[src/rtl/vector_lsu.sv]
// Strided vector load/store unit: moves up to 2^COUNT_WIDTH-1 vectors between a
// word-addressed memory and ready/valid load/store streams. Lane data is packed
// as six 8-bit lanes in 19-bit slots; padding bits are always written/returned 0.
// Optional feature: define VECTOR_LSU_BOUNDS_CHECK_EN to suppress any access at
// an address >= MEM_SIZE, pulsing err together with done.
module vector_lsu #(
  parameter int unsigned ADDRESS_WIDTH = 32,
  parameter int unsigned VEC_WIDTH     = 114,
  parameter int unsigned COUNT_WIDTH   = 5,
  parameter int unsigned MEM_SIZE      = 35000
) (
  input  logic                     clk,
  input  logic                     rst_n,
  // Request channel
  input  logic                     reqValid,
  output logic                     reqReady,
  input  logic                     reqWrite,
  input  logic [ADDRESS_WIDTH-1:0] reqBase,
  input  logic [ADDRESS_WIDTH-1:0] reqStride,
  input  logic [COUNT_WIDTH-1:0]   reqCount,
  // Store data stream
  input  logic                     sdValid,
  output logic                     sdReady,
  input  logic [VEC_WIDTH-1:0]     sdData,
  // Load data stream
  output logic                     ldValid,
  input  logic                     ldReady,
  output logic [VEC_WIDTH-1:0]     ldData,
  // Memory port
  output logic [ADDRESS_WIDTH-1:0] memReadAddress,
  input  logic [VEC_WIDTH-1:0]     memReadData,
  output logic                     memWriteEnable,
  output logic [ADDRESS_WIDTH-1:0] memWriteAddress,
  output logic [VEC_WIDTH-1:0]     memWriteData,
  // Status
  output logic                     done,
  output logic                     err
);

  localparam int unsigned LaneBits = 19;
  localparam int unsigned NumLanes = VEC_WIDTH / LaneBits;

  // Bits [19i+17:19i+10] of each lane slot carry data; everything else is padding.
  function automatic logic [VEC_WIDTH-1:0] build_lane_mask();
    logic [VEC_WIDTH-1:0] m;
    m = '0;
    for (int i = 0; i < int'(NumLanes); i++) begin
      for (int b = 10; b <= 17; b++) begin
        m[i * LaneBits + b] = 1'b1;
      end
    end
    return m;
  endfunction

  localparam logic [VEC_WIDTH-1:0] LaneMask = build_lane_mask();

  typedef enum logic [1:0] {StIdle, StLoad, StStore, StDone} state_e;

  state_e                   state_q, state_d;
  logic [ADDRESS_WIDTH-1:0] addr_q, addr_d;
  logic [ADDRESS_WIDTH-1:0] stride_q, stride_d;
  logic [COUNT_WIDTH-1:0]   remaining_q, remaining_d;
  logic                     ld_valid_q, ld_valid_d;
  logic [VEC_WIDTH-1:0]     ld_data_q, ld_data_d;
  logic                     addr_oob;
  logic                     ld_can_take;

`ifdef VECTOR_LSU_BOUNDS_CHECK_EN
  logic err_q, err_d;
  assign addr_oob = (addr_q >= ADDRESS_WIDTH'(MEM_SIZE));
  assign err      = (state_q == StDone) && err_q;
`else
  assign addr_oob = 1'b0;
  assign err      = 1'b0;
`endif

  // Output register slot is free when empty or being drained this cycle.
  assign ld_can_take = !ld_valid_q || ldReady;

  assign ldValid = ld_valid_q;
  assign ldData  = ld_data_q;
  assign done    = (state_q == StDone);

  // State and datapath registers; reset abandons any transfer in flight.
  always_ff @(posedge clk or negedge rst_n) begin
    if (!rst_n) begin
      state_q     <= StIdle;
      addr_q      <= '0;
      stride_q    <= '0;
      remaining_q <= '0;
      ld_valid_q  <= 1'b0;
      ld_data_q   <= '0;
`ifdef VECTOR_LSU_BOUNDS_CHECK_EN
      err_q       <= 1'b0;
`endif
    end else begin
      state_q     <= state_d;
      addr_q      <= addr_d;
      stride_q    <= stride_d;
      remaining_q <= remaining_d;
      ld_valid_q  <= ld_valid_d;
      ld_data_q   <= ld_data_d;
`ifdef VECTOR_LSU_BOUNDS_CHECK_EN
      err_q       <= err_d;
`endif
    end
  end

  // Next-state, handshakes and memory port drive.
  always_comb begin
    state_d         = state_q;
    addr_d          = addr_q;
    stride_d        = stride_q;
    remaining_d     = remaining_q;
    ld_valid_d      = ld_valid_q;
    ld_data_d       = ld_data_q;
`ifdef VECTOR_LSU_BOUNDS_CHECK_EN
    err_d           = err_q;
`endif
    reqReady        = 1'b0;
    sdReady         = 1'b0;
    memReadAddress  = '0;
    memWriteEnable  = 1'b0;
    memWriteAddress = '0;
    memWriteData    = '0;

    unique case (state_q)
      StIdle: begin
        reqReady = 1'b1;
        if (reqValid) begin
          addr_d      = reqBase;
          stride_d    = reqStride;
          remaining_d = reqCount;
`ifdef VECTOR_LSU_BOUNDS_CHECK_EN
          err_d       = 1'b0;
`endif
          if (reqCount == '0) begin
            state_d = StDone;
          end else if (reqWrite) begin
            state_d = StStore;
          end else begin
            state_d = StLoad;
          end
        end
      end

      StLoad: begin
        // Only present an address while a fetch is still outstanding.
        if ((remaining_q != '0) && !addr_oob) begin
          memReadAddress = addr_q;
        end
        if (remaining_q != '0) begin
          if (ld_can_take) begin
            if (addr_oob) begin
              // Any held vector was just handshaken, so the slot can be dropped.
              ld_valid_d = 1'b0;
              state_d    = StDone;
`ifdef VECTOR_LSU_BOUNDS_CHECK_EN
              err_d      = 1'b1;
`endif
            end else begin
              ld_data_d   = memReadData & LaneMask;
              ld_valid_d  = 1'b1;
              addr_d      = addr_q + stride_q;
              remaining_d = remaining_q - 1'b1;
            end
          end
        end else if (ld_valid_q && ldReady) begin
          ld_valid_d = 1'b0;
          state_d    = StDone;
        end
      end

      StStore: begin
        sdReady = 1'b1;
        if (sdValid) begin
          if (addr_oob) begin
            state_d = StDone;
`ifdef VECTOR_LSU_BOUNDS_CHECK_EN
            err_d   = 1'b1;
`endif
          end else begin
            memWriteEnable  = 1'b1;
            memWriteAddress = addr_q;
            memWriteData    = sdData & LaneMask;
            addr_d          = addr_q + stride_q;
            remaining_d     = remaining_q - 1'b1;
            if (remaining_q == COUNT_WIDTH'(1)) begin
              state_d = StDone;
            end
          end
        end
      end

      StDone: begin
        state_d = StIdle;
      end

      default: begin
        state_d = StIdle;
      end
    endcase
  end

endmodule

[config.mk]
export PLATFORM = sky130hd
export DESIGN_NAME = vector_lsu
export DESIGN_NICKNAME = d
export VERILOG_FILES = /design/src/rtl/vector_lsu.sv
export SDC_FILE = /design/constraint.sdc
export NUM_CORES = 1
export LEC_CHECK = 0
export ABC_CLOCK_PERIOD_IN_PS = 6300
export BUFFER_PORTS_ARGS = -buffer_cell sky130_fd_sc_hd__clkbuf_2
export CORE_AREA = 4 4 232 234
export CTS_CLUSTER_DIAMETER = 80
export DETAILED_ROUTE_END_ITERATION = 12
export DIE_AREA = 0 0 236 238
export PLACE_DENSITY = 0.39
export SLEW_MARGIN = 20
export SYNTH_ARGS = -nofsm -noshare
export SYNTH_HDL_FRONTEND = slang
export SYNTH_SLANG_ARGS = --single-unit
export TNS_END_PERCENT = 50
[constraint.sdc]
create_clock -name clk -period 6.3 [get_ports clk]
set_input_delay 0.945 -clock clk [delete_from_list [all_inputs] [get_ports clk]]
set_output_delay 0.945 -clock clk [all_outputs]
set_load 0.05 [all_outputs]
* Word-level counts from Yosys, hierarchy flattened
Cells that the tools add are included.
** Word-level totals
- Flip-flop bits (word level) :: 120
- Input port bits :: 303
- Output and inout bits :: 298
- Logic and storage cells :: 64
** Operators by class
- Add/subtract/negate cells :: 2
- Eq/ne operators :: 12
- Mux-type cells :: 31
- Reductions and logical operators :: 13
** Operator list (count)
- 32-bit two-way mux :: 8
- 114-bit two-way mux :: 1
- 113-bit two-way mux :: 1
- 32-bit case mux with 3 select lines :: 1
- 32-bit adder :: 1
- 5-bit two-way mux :: 4
- 2-bit inequality test (second input constant) :: 8
- 5-bit case mux with 3 select lines :: 1
- 2-bit two-way mux :: 7
- 5-bit AND reduction :: 2
- 2-bit case mux with 4 select lines :: 1
- 1-bit two-way mux :: 7
- 3-bit AND reduction :: 2
- 5-bit by 1-bit == test with 1-bit output (second input constant) :: 1
- 5-bit logical NOT :: 1
- 5-bit nonzero test :: 1
- 5-bit by 1-bit subtractor with 5-bit output (second input constant) :: 1
- 2-bit == test (second input constant) :: 2
- 3-bit nonzero test :: 1
- 2-bit by 1-bit == test with 1-bit output (second input constant) :: 1
- 2-bit logical NOT :: 1
- 2-bit AND reduction :: 1
- 2-bit nonzero test :: 1
- 1-bit logical AND :: 1
- 2 further kinds :: 2

* Depth between registers and ports, before layout
- Depth in word-level cells :: 5
- Mapped depth :: 10
- Mapped depth without buffers :: 10

* Least setup slack after synthesis
Ideal clock, no wire load.
- Path type :: reg2out
- From :: register state_q[0]
- To :: output memWriteData[105]
- Data arrival time :: 1.983 ns
- Required time :: 5.355 ns
- Slack :: 3.372 ns
- Stages on the path, launching flop included :: 6
- Path buffers :: 2
- Path through :: dfrtp_1 -> inv_1 -> ha_1 -> clkbuf_1 -> clkbuf_1 -> and3_1
** On the way
- Word-level cells in the longest chain between the ends :: 2
** Ends and longest elaborated chain
- from (decl) :: line 59 : state_e state_q, state_d;
- from (signal assigned) :: line 87 : state_q <= StIdle;
- from (signal assigned) :: line 97 : state_q <= state_d;
- 2-bit == test :: line 127 : unique case (state_q)
- 114-bit two-way mux :: line 127
- to (decl) :: line 34 : output logic [VEC_WIDTH-1:0] memWriteData,
No other way between the ends.

* Worst setup path in the final report
- From :: register state_q[1]
- To :: output memReadAddress[12]
** On the way
- Word-level cells in the longest chain between the ends :: 2
** Ends and longest elaborated chain
- 2-bit by 1-bit == test with 1-bit output :: line 127
- 32-bit two-way mux :: line 127
- to (decl) :: line 30 : output logic [ADDRESS_WIDTH-1:0] memReadAddress,
No other way between the ends.

==> results.cfg <==
[finish]
synthToLayoutAreaGrowth_pct = 30.8
layout-drive-gt1-share = 0.386
design_area_um2 = 11000
final_net_count = 1546
diodes = 0

[drt]
drt_iter0_markers = 240
drt-total-wl_mm = 33.2
drtPass1Iterations = 4
vias = 7371
viasPerCell = 3.87
drc_errors = 0
wl_per_cell_um = 17.4
ant_nets = 0

[grt]
grt_pass1_vias = 7559
grt_pass1_wl_mm = 48.2
grt_max_degree = 76
track_usage = 0.114
grt_antenna_before_repair = 8
overflow = 0

[worst_setup_path]
crit_buf_inv = 3
cp_slowest_cell = a21boi_4
cpLargestDelayFamily = buffers and inverters
rr_endpoint = addr_q[30]
reg2reg_from = addr_q[0]
slowest_delay_ns = 0.59
crit_path_start_kind = register
worst_r2r_path_depth = 10
crit_arrival_ns = 2.77
cp.required_ns = 5.35
endpoint_kind = output port
worstPathMaxFanout = 22
path_class = reg2out
rrSetupSlack_ns = 2.74
path_cells = inv_1 -> ha_1 -> a21boi_4 -> buf_4 -> and2_1 -> clkbuf_2

[synthesis]
synthAdderAreaFrac = 0.0603
synthCells = 887
ys_seq_area_frac = 0.357
ys_types = 58
ys_ff_latch = 120
synth-xor-area-share = 0.0218
muxShareOfSynthArea = 0.130
avgSynthCellArea_um2 = 9.50
yosysWarnings = 0
synth_edf_count = 0
syn_area_um2 = 8420
synthSimpleGateAreaFrac = 0.159
synth-compound-area-share = 0.123
synth_top_family_by_area = simple AND/OR/NAND/NOR gates
synthArstFlopShare = 1.00
synth_top_flop_cell = dfrtp_1

[placement]
port_buffers = 335
gp_congestion = 0.785
dp_hpwl_mm = 26.7
place_area_um2 = 10400

[run_status]
status = finished clean

[clock_tree]
cts_resized = 0
clkTransAtPathRegs_ns = 0.06
cts_tree = done
cts.hold.buffers_added = 0
root_buffer = clkbuf_16
cts_setup_buffers = 0
htreeDepth = 4
cts_buffer_depth = 2
insertion_delay_ns = 0.44
cts_num_sinks = 120
numCtsBuffers = 17

[sta]
slew_violations = 0
fmax_mhz = 269
hold_violations = 0
setup_viol = 0
slew_headroom = 0.465
clock_skew_ns = 0.0152
period_needed_ns = 3.72
rsz0062_at_grt = no
worstMarginPinSlew_ns = 0.800
tns_ns = 0
post-route-period-util = 0.590

[worst_hold_path]
hold_path.class = reg2reg
min_from = ldData[110]
whs_endpoint = ldData[110]
min_path_cells = 1

[pwr]
p_leak_nw = 5.81
powerDensity_nw_per_um2 = 682
irDropWorstVdd_uv = 342

[die]
core_um2 = 52000
die_w_um = 236
initial_core_util = 0.162
dieArea_um2 = 56200
rows = 84
top_level_ports = 601
dieHeight_um = 238

[flow_run]
maxCapViolations = 0
layout make-up:
cell class | instances | area (µm²)
Inverter | 19 | 71.3
Sequential cell | 120 | 3000
Clock inverter | 6 | 113
Clock buffer | 25 | 505
Tap cell | 688 | 861
Fill cell | 5836 | 41000
Timing Repair Buffer | 346 | 1770
Multi-Input combinational cell | 699 | 4700
metal layers:
layer / wire [µm] / vias up / global-route usage
met3: 3070 / 40 / 0.0445
met4: 430 / 16 / 0.0313
met2: 16500 / 335 / 0.202
li1: - / 3489 / -
met5: 107 / - / 0
met1: 13100 / 3491 / 0.129
sequential cells by signal, indices dropped and copies added, names as in the netlist:
register / cells
addr_q: 32
ldValid: 1
ldData: 48
remaining_q: 5
state_q: 2
stride_q: 32
cells in the mapped netlist, drive strengths merged (3+ instances only):
cell,number,area share
a211o,6,0.0062
a21o,16,0.014
a21oi,47,0.028
a221oi,3,0.0039
a31oi,6,0.0045
and2,36,0.027
and3,94,0.070
buf,139,0.12
clkbuf,42,0.019
dfrtp,120,0.36
ha,39,0.058
inv,19,0.0085
mux2,81,0.11
mux2i,18,0.021
nand2,48,0.021
nand2b,4,0.0030
nand3,16,0.0095
nand4,3,0.0022
nor2,17,0.0076
nor2b,4,0.0030
nor3,7,0.0042
nor3b,3,0.0027
o211ai,3,0.0027
o21a,3,0.0027
o21ai,49,0.029
o21bai,4,0.0036
o22ai,6,0.0045
o31ai,3,0.0043
or4,3,0.0027
xnor2,12,0.012
xor2,9,0.0094
worst reg2reg max path, stage by stage, from the launching register on:
cell and delay [ns]:
dfrtp_1 0.41, ha_1 0.24, fa_1 0.44, a211oi_1 0.31, o21bai_1 0.14, a21oi_1 0.50
o311ai_2 0.25, a221o_1 0.43, a221oi_2 0.29, mux2i_1 0.14, a211o_1 0.28
per-stage QoR:
stage          instances  worst slack (ns)  utilization  hold slack, ns  total power, mW
2_1_floorplan       1019              3.37            -           0.484             5.25
3_3_place_gp        1872              2.69        0.200           0.490             6.53
3_5_place_dp        1872              2.66        0.200           0.493             6.56
4_1_cts             1903              2.38        0.212           0.506             7.65
5_1_grt             1903              2.31        0.212           0.519             8.12
6_report            1903              2.58        0.212           0.501             7.51
worst max path at each step:
stage / from / end / depth (start not counted)
final: state_q[1] / memReadAddress[12] / 6
after detailed placement: state_q[1] / addr_q[16] / 9
after global routing: state_q[1] / memReadAddress[12] / 6
after CTS: state_q[1] / memReadAddress[12] / 6
after global placement: state_q[1] / addr_q[19] / 9
after floorplan: state_q[0] / memWriteData[105] / 5
cell usage in the layout (no fill, tap or decap), types with 6 or more instances in the layout:
cell type / n
and2_1: 34
conb_1: 133
nor3_1: 7
a211o_1: 6
clkbuf_2: 334
mux2_2: 81
a21oi_1: 46
inv_1: 19
nand3_1: 16
xnor2_1: 12
xor2_1: 9
nor2_1: 17
and3_1: 94
o22ai_1: 6
nand2_1: 48
a31oi_1: 6
ha_1: 37
dfrtp_1: 120
o21ai_0: 48
clkbuf_16: 17
buf_4: 11
a21o_1: 16
mux2i_1: 18
power breakdown:
group / internal [mW] / switching [mW]
registers: 1.19 / 0.323
clock network: 0.673 / 0.373
logic: 1.62 / 3.33
total: 3.48 / 4.03
cell families (layout without fill, tap and decap cells):
logic type	count (synthesis)	after routing
compound gates	164	164
xor+xnor	21	21
fa+ha+maj	40	40
buf+inv	200	396
flops	120	120
mux	99	99
other cells	1	133
simple gates	242	242
(Power assumes the default switching activity.)
